`config.mk`:
```
export PLATFORM = sky130hd
export DESIGN_NAME = weaksoc_bus_arbiter
export DESIGN_NICKNAME = d
export VERILOG_FILES = /design/src/rtl/weaksoc_bus_arbiter.sv
export SDC_FILE = /design/constraint.sdc
export NUM_CORES = 1
export LEC_CHECK = 0
export ABC_AREA = 0
export BUFFER_PORTS_ARGS = -buffer_cell sky130_fd_sc_hd__buf_4
export CORE_AREA = 3 3 121 123
export CTS_CLUSTER_DIAMETER = 30
export CTS_CLUSTER_SIZE = 40
export DETAILED_ROUTE_END_ITERATION = 6
export DIE_AREA = 0 0 124 126
export GPL_TIMING_DRIVEN = 0
export SLEW_MARGIN = 30
export SYNTH_ARGS = -nofsm -noshare
export SYNTH_HDL_FRONTEND = slang
export SYNTH_SLANG_ARGS = --single-unit
```
`constraint.sdc`:
```
create_clock -name clk -period 2.54 [get_ports clk]
set_input_delay 0.127 -clock clk [delete_from_list [all_inputs] [get_ports clk]]
set_output_delay 0.127 -clock clk [all_outputs]
set_load 0.03 [all_outputs]
```
`src/rtl/weaksoc_bus_arbiter.sv`:
```
// Two-master round-robin arbiter for the weaksoc req/ack bus, one transaction in flight.
// Optional slave timeout enabled by WEAKSOC_ARB_TIMEOUT_EN.
module weaksoc_bus_arbiter #(
    parameter int TIMEOUT = 255
) (
    input  logic        clk,
    input  logic        rst,
    input  logic        m0_req,
    input  logic        m0_wr,
    input  logic [3:0]  m0_wr_mask,
    input  logic [31:0] m0_addr,
    input  logic [31:0] m0_out,
    output logic [31:0] m0_in,
    output logic        m0_ack,
    input  logic        m1_req,
    input  logic        m1_wr,
    input  logic [3:0]  m1_wr_mask,
    input  logic [31:0] m1_addr,
    input  logic [31:0] m1_out,
    output logic [31:0] m1_in,
    output logic        m1_ack,
    output logic        s_req,
    output logic        s_wr,
    output logic [3:0]  s_wr_mask,
    output logic [31:0] s_addr,
    output logic [31:0] s_out,
    input  logic [31:0] s_in,
    input  logic        s_ack,
    output logic [1:0]  grant,
    output logic        timeout_err
);
    typedef enum logic [1:0] {IDLE, BUSY0, BUSY1} state_t;

    state_t state, state_nxt;
    logic   last;
    logic   sel;
    logic   done;
    logic   to_hit;

    if (TIMEOUT < 1 || TIMEOUT > 65535) begin : g_bad_timeout
        $error("TIMEOUT out of range 1..65535");
    end

    always_ff @(posedge clk or negedge rst) begin
        if (!rst) begin
            state <= IDLE;
            last  <= 1'b1;
        end else begin
            state <= state_nxt;
            if (done || to_hit)
                last <= sel;
        end
    end

`ifdef WEAKSOC_ARB_TIMEOUT_EN
    logic [15:0] cnt;

    // Counter sits at zero in IDLE, so it is already clear on the first BUSY cycle.
    always_ff @(posedge clk or negedge rst) begin
        if (!rst) begin
            cnt         <= '0;
            timeout_err <= 1'b0;
        end else begin
            if (state == IDLE)
                cnt <= '0;
            else if (!s_ack)
                cnt <= cnt + 16'd1;
            if (to_hit)
                timeout_err <= 1'b1;
        end
    end

    assign to_hit = (state != IDLE) && (sel ? m1_req : m0_req) && !s_ack &&
                    (cnt == 16'(TIMEOUT - 1));
`else
    assign to_hit      = 1'b0;
    assign timeout_err = 1'b0;
`endif

    always_comb begin
        state_nxt = state;
        sel       = (state == BUSY1);
        grant     = 2'b00;
        s_req     = 1'b0;
        s_wr      = 1'b0;
        s_wr_mask = 4'h0;
        s_addr    = 32'h0;
        s_out     = 32'h0;
        m0_ack    = 1'b0;
        m1_ack    = 1'b0;
        m0_in     = 32'h0;
        m1_in     = 32'h0;
        done      = 1'b0;
        case (state)
            IDLE: begin
                // Tie goes to whichever master was not served last.
                if (m0_req && m1_req)
                    state_nxt = last ? BUSY0 : BUSY1;
                else if (m0_req)
                    state_nxt = BUSY0;
                else if (m1_req)
                    state_nxt = BUSY1;
            end
            BUSY0, BUSY1: begin
                grant     = sel ? 2'b10 : 2'b01;
                s_req     = (sel ? m1_req : m0_req) && !to_hit;
                s_wr      = sel ? m1_wr      : m0_wr;
                s_wr_mask = sel ? m1_wr_mask : m0_wr_mask;
                s_addr    = sel ? m1_addr    : m0_addr;
                s_out     = sel ? m1_out     : m0_out;
                done      = s_req && s_ack;
                // A dropped request (abort) also returns to IDLE, without an ack.
                if (!(sel ? m1_req : m0_req) || done || to_hit)
                    state_nxt = IDLE;
                if (sel) begin
                    m1_ack = done || to_hit;
                    m1_in  = to_hit ? 32'hFFFF_FFFF : (s_ack ? s_in : 32'h0);
                end else begin
                    m0_ack = done || to_hit;
                    m0_in  = to_hit ? 32'hFFFF_FFFF : (s_ack ? s_in : 32'h0);
                end
            end
            default: state_nxt = IDLE;
        endcase
    end
endmodule

```
==> reports/results.ini, run 1 <==
[critical_path]
critPathKind=register to output port
arrival_ps=2130
critPathSlowestCell=dfrtp_1
reg2reg_from=state[0]
crit_family=buffers and inverters
crit_chain=inv_1 > ha_1 > buf_2 > nand2_1 > buf_1 > nor2_1 > buf_4
worst-path-buf-inv=4
cp_max_fo=10
startpoint_type=register
cpPeakStageDelay_ps=370
crit_start=state[1]
required_ps=2410
endpoint_kind=output port

[cts]
clockBufferDepth=2
ctsRootBufferMaster=clkbuf_16
htreeDepth=1
cts_setup_buffers=0
clk_pin_slew_ps=30
cts.sinks=3
tritoncts=yes
numCtsBuffers=3
clk_latency_ps=220

[power_and_ir_drop]
power.switching_mw=3.64
switching_share_pct=58.5
p_per_area_nw_per_um2=1370
comb_power_share_pct=94.6
seqPwrFrac_pct=1.4
power_mw=6.22
intPower_mw=2.58
leakagePower_nw=2.43
peakVddDrop_v=0.000591
p_clk_share_pct=4.0

[place]
routabilityCongestion=0.761
hpwl_um=9410
dp_cells=778
port_buffers=311
dpl_cell_area_um2=4440

[sta]
fmax_ghz=0.443
fin_crit_ps=2260
hold_ws_ps=215
rsz0062_at_grt=false
timing.setup.tns_ps=0
fin_skew_ps=0.986
drv_slew=0
period_share_pct=88.8
finalSetupViolations=0
hold_viol_final=0

[synth]
synth_flop_cell=dfrtp_1
ys_seq_elements=3
syn_avg_cell_area_um2=6.54
synth_warnings=0
synthCells=287
syn_area_um2=1880
synth_area_leader_cell=mux2i_1
synth_cell_types=22
synth_enable_flop_cells=0
synth_nets=466
synth.most_common_cell=mux2i_1
synth_top_area_share_pct=37.3
yosys-top-cells-area=mux2i_1, nor2b_1, nor2_1, nand2_1, buf_4
synthArstFlopShare_pct=100
ys_seq_area_share_pct=4.06
synth_common_cells=mux2i_1, nor2b_1, nor2_1, nand2_1, clkbuf_1

[route]
postRouteAntennaNets=0
drt-total-wl_um=10800
drc_errors=0
dr.pass1.iters=4
detail_route.wl_per_cell_um=13.8
drt_iter0_drc=75
viasPerCell=3.88
vias=3036

[global_routing]
grt_overflow_total=0
grt_max_degree=11
grt_use_total_pct=12.3
first_global_vias=2986
grt_antenna_before_repair=0
grt_pass1_wl_um=15300

[floorplan]
coreArea_um2=13800
dieArea_um2=15600
fp.dieW_um=124
top_level_ports=314
start_util_pct=13.6
rows=43
die_h_um=126

[final_layout]
drive_gt1_share_pct=54.9
area_growth_pct=141
antenna_cells=0
design_area_um2=4530
fill_cells=1517
nets=783
layout.cells.non_filler=783

[hold_path]
min-delay-start=m0_req
hold_class=primary input to register

[outcome]
outcome=complete, no violations

[run]
cap_violations=0

[placed cells by master, fill, tap and decap left out, types with 2 or more instances in the layout]
cell type | Yosys | layout
nor2_1 | 66 | 66
dfrtp_1 | 2 | 2
clkbuf_1 | 11 | 11
nand3_1 | 2 | 2
nand2_1 | 33 | 33
buf_2 | 5 | 5
nor2b_1 | 69 | 69
buf_1 | 3 | 3
inv_1 | 3 | 3
ha_1 | 4 | 4
buf_4 | 8 | 319
nand2b_1 | 2 | 2
mux2i_1 | 70 | 70
clkbuf_16 | 0 | 3
[final timing paths]
path | slack [ps] | to | cells past startpoint
min | 210 | state[0] | 3
max in group asynchronous | 2120 | last | 2
min in group asynchronous | 240 | state[1] | 2
max | 280 | m1_in[29] | 7
min reg2reg | 500 | last | 1
max reg2reg | 790 | state[1] | 5
[power by group through the flow]
stage,combinational [mW],sequential (mW),clock [mW]
5_1_grt,6.27,0.0918,0.259
3_5_place_dp,5.96,0.0896,0
6_report,5.89,0.0882,0.248
4_1_cts,5.98,0.0891,0.251
2_1_floorplan,3.83,0.0851,0
3_3_place_gp,5.98,0.0877,0
[metrics by stage]
| step | util (%) | setup WS [ps] |
|---|---|---|
| after floorplan | - | 780 |
| after global placement | 32.2 | 232 |
| after detailed placement | 32.2 | 243 |
| after CTS | 32.9 | 176 |
| after global routing | 32.9 | 53.8 |
| final | 32.9 | 285 |
[registers in the layout, indices dropped and copies added, names as in the netlist]
name   count
last       1
state      2
[tightest hold or removal path, cell delays in order]
cell and delay (ps):
buf_4 120, nand3_1 60, mux2i_1 70
[repair_timing]
item	in CTS	in global routing
endpoints found under the setup margin	1	0
endpoints found under the hold margin	3	0
hold buffers	1	0
resized for setup	1	0
[logic make-up after synthesis]
kind of cell / after synthesis / share of synthesized area (%)
other: 1 / 0.200
DFF: 3 / 4.06
buffers and inverters: 30 / 7.93
muxes: 72 / 38.7
AOI/OAI and AO/OA: 3 / 1.67
and+or+nand+nor: 174 / 44.8
adders and majority gates: 4 / 2.66
[metal layers]
layer  up-vias  routed length (µm)  GRT usage, %
met3         4                1100          2.96
met1      1312                4090          14.8
met5         -                   0             0
met2       168                5600          22.9
li1       1552                   -             -
met4         0                  15         0.902
[cell type report]
| type | instances | area, µm² | area share (%) |
|---|---|---|---|
| Multi-Input combinational cell | 254 | 1650 | 36.5 |
| Tap cell | 180 | 225 | 4.97 |
| Sequential cell | 3 | 76.3 | 1.69 |
| Buffer | 27 | 139 | 3.07 |
| Clock buffer | 4 | 78.8 | 1.74 |
| Timing Repair Buffer | 312 | 2340 | 51.8 |
| Inverter | 3 | 11.3 | 0.249 |
No activity file was read; power rests on OpenSTA's default activity.
==> inputs of run 2 (changes only) <==
--- a/config.mk
+++ b/config.mk
@@ -7,11 +7,11 @@
 export LEC_CHECK = 0
 export ABC_AREA = 0
 export BUFFER_PORTS_ARGS = -buffer_cell sky130_fd_sc_hd__buf_4
-export CORE_AREA = 3 3 121 123
+export CORE_AREA = 2 2 123 125
 export CTS_CLUSTER_DIAMETER = 30
 export CTS_CLUSTER_SIZE = 40
 export DETAILED_ROUTE_END_ITERATION = 6
-export DIE_AREA = 0 0 124 126
+export DIE_AREA = 0 0 125 127
 export GPL_TIMING_DRIVEN = 0
 export SLEW_MARGIN = 30
 export SYNTH_ARGS = -nofsm -noshare
==> run 2 against run 1 <==
  * Cell count increased by 0.51%
  * Global-route usage up 0.72 points
  * Clock power hardly changed
  * Via count increased by 1.3%
  * Fmax is 0.69% lower
  * Core utilization fell by 1.5 points
  * Wire length up 3.9%
  * Combinational power about the same
  * Count of clock-buffer cells in the layout stayed put
  * Critical path type unchanged
==> reports/results.ini, run 2 (synthesis gave the netlist of run 1 again) <==
[global_routing]
grt_max_degree=11  ; unchanged
grt_antenna_before_repair=0  ; unchanged
first_global_vias=3043  ; +1.9%
grt_overflow_total=0  ; unchanged
grt_use_total_pct=13.1  ; +0.72 points
grt-busiest-layer=met2
gr-usage-met3_pct=3.31  ; +0.34 points
grt_pass1_wl_um=16500  ; +7.5%
grt_util_met2_pct=24.0  ; +1.1 points
use_met1_pct=15.3  ; +0.50 points

[final_layout]
mostFrequentLayoutCell=buf_4
largest_reg_flops=2  ; unchanged
final_cell_mix=buf_4, mux2i_1, nor2b_1
reg_top3=state: 2 flops, last: 1 flops
nets=783  ; unchanged
area_growth_pct=141  ; about the same
antenna_cells=0  ; unchanged
drive_gt1_share_pct=54.7  ; -0.17 points
regMostFlops=state
design_area_um2=4530  ; about the same
final_util_pct=31.4  ; -1.5 points

[cts]
ctsRootBufferMaster=clkbuf_16
htreeDepth=1  ; unchanged
clk_pin_slew_ps=30  ; about the same
clk_latency_ps=220  ; about the same
cts.sinks=3  ; unchanged
tritoncts=yes
clockBufferDepth=2  ; unchanged
numCtsBuffers=3  ; unchanged

[power_and_ir_drop]
p_clk_share_pct=4.0  ; about the same
seqPwrFrac_pct=1.4  ; about the same
switching_share_pct=58.8  ; +0.29 points
leakagePower_nw=2.43  ; -0.13%
power.switching_mw=3.68  ; +1.1%
peakVddDrop_v=0.000530  ; -10%
intPower_mw=2.58  ; about the same
comb_power_share_pct=94.6  ; about the same
p_per_area_nw_per_um2=1380  ; +0.53%

[critical_path]
endpoint_kind=output port
worst-r2r-cell-count=5  ; unchanged
startpoint_type=register
cp_max_fo=10  ; unchanged
critPathKind=register to output port
cpPeakStageDelay_ps=370  ; about the same
crit_chain=inv_1 > ha_1 > buf_2 > nand2_1 > buf_1 > nor2_1 > buf_4
arrival_ps=2140  ; about the same
critPathSlowestCell=dfrtp_1
required_ps=2410  ; about the same

[sta]
timing.setup.tns_ps=0  ; unchanged
fin_crit_ps=2270  ; +15.8 ps
fmax_ghz=0.440  ; -0.69%
rsz0062_at_grt=false
hold_ws_ps=199  ; -15.9 ps
period_share_pct=89.4  ; +0.62 points
worst_slack_ps=269  ; -15.8 ps
fin_skew_ps=0.518  ; -0.468 ps
hold_viol_final=0  ; unchanged
finalSetupViolations=0  ; unchanged
drv_slew=0  ; unchanged

[route]
detail_route.wl_per_cell_um=14.3  ; +3.3%
viasPerCell=3.91  ; +0.77%
drt_iter0_drc=47  ; -37%
drc_errors=0  ; unchanged
dr.pass1.iters=4  ; unchanged
vias=3075  ; +1.3%
postRouteAntennaNets=0  ; unchanged
drt-total-wl_um=11200  ; +3.9%

[floorplan]
rows=44  ; +2.3%
dieArea_um2=15900  ; +1.6%
fp.dieW_um=125  ; +0.81%
coreArea_um2=14400  ; +4.7%
start_util_pct=13.0  ; -0.62 points
die_h_um=127  ; +0.79%
top_level_ports=314  ; unchanged

[hold_path]
hold_class=primary input to register
whs_path_depth=3  ; unchanged

[place]
hpwl_um=9920  ; +5.4%
port_buffers=311  ; unchanged
dp_worst_setup_slack_ps=426  ; +183 ps
routabilityCongestion=0.748  ; -1.7%
dpl_cell_area_um2=4440  ; +0.11%

[run]
cap_violations=0  ; unchanged

[outcome]
outcome=complete, no violations

-- run 2: final timing paths --
path	startpoint	to	slack, ps
min	m0_req	state[0]	200
min in group asynchronous	rst	state[1]	270
max reg2reg	state[0]	state[1]	790
min reg2reg	last	last	500
max	state[1]	m1_in[9]	270
max in group asynchronous	rst	last	2080
-- run 2: power groups by stage --
| stage | Sequential (mW) | Clock (mW) | Combinational, mW |
|---|---|---|---|
| 2_1_floorplan | 0.0851 | 0 | 3.83 |
| 3_3_place_gp | 0.0881 | 0 | 6.00 |
| 3_5_place_dp | 0.0889 | 0 | 6.01 |
| 4_1_cts | 0.0883 | 0.253 | 6.02 |
| 5_1_grt | 0.0917 | 0.259 | 6.29 |
| 6_report | 0.0877 | 0.248 | 5.92 |
-- run 2: per-stage QoR --
step	total power [mW]	std cells
after floorplan	3.91	287
after global placement	6.09	782
after detailed placement	6.10	782
after CTS	6.36	787
after global routing	6.64	787
final	6.26	787
-- run 2: critical path, delay by kind of cell, from the launching register on --
family                   cells  cell delay [ps]
AND/OR/NAND/NOR              2              400
buffers and inverters        4              810
flip-flops                   1              370
adder cells (fa/ha/maj)      1              330
-- run 2: metal layers --
| layer | part of all wire [%] | wire length [µm] |
|---|---|---|
| met1 | 39 | 4370 |
| met2 | 52 | 5790 |
| met3 | 7.8 | 879 |
| met4 | 1.6 | 182 |
| met5 | 0 | 0 |
-- run 2: layout make-up --
type                    count  area (µm²)
fillers                  1563        9890
repair buffers            312        2340
multi-input cells         254        1650
well taps                 184         230
plain buffers              27         138
clock buffers               4        78.8
flip-flops and latches      3        76.3
inverters                   3        11.3
-- run 2: repair_timing --
action / 4_1_cts / 5_1_grt
buffers inserted: 0 / 0
hold endpoints to repair: 3 / 0
endpoints found under the setup margin: 0 / 0
resized for setup: 0 / 0
hold buffers: 1 / 0
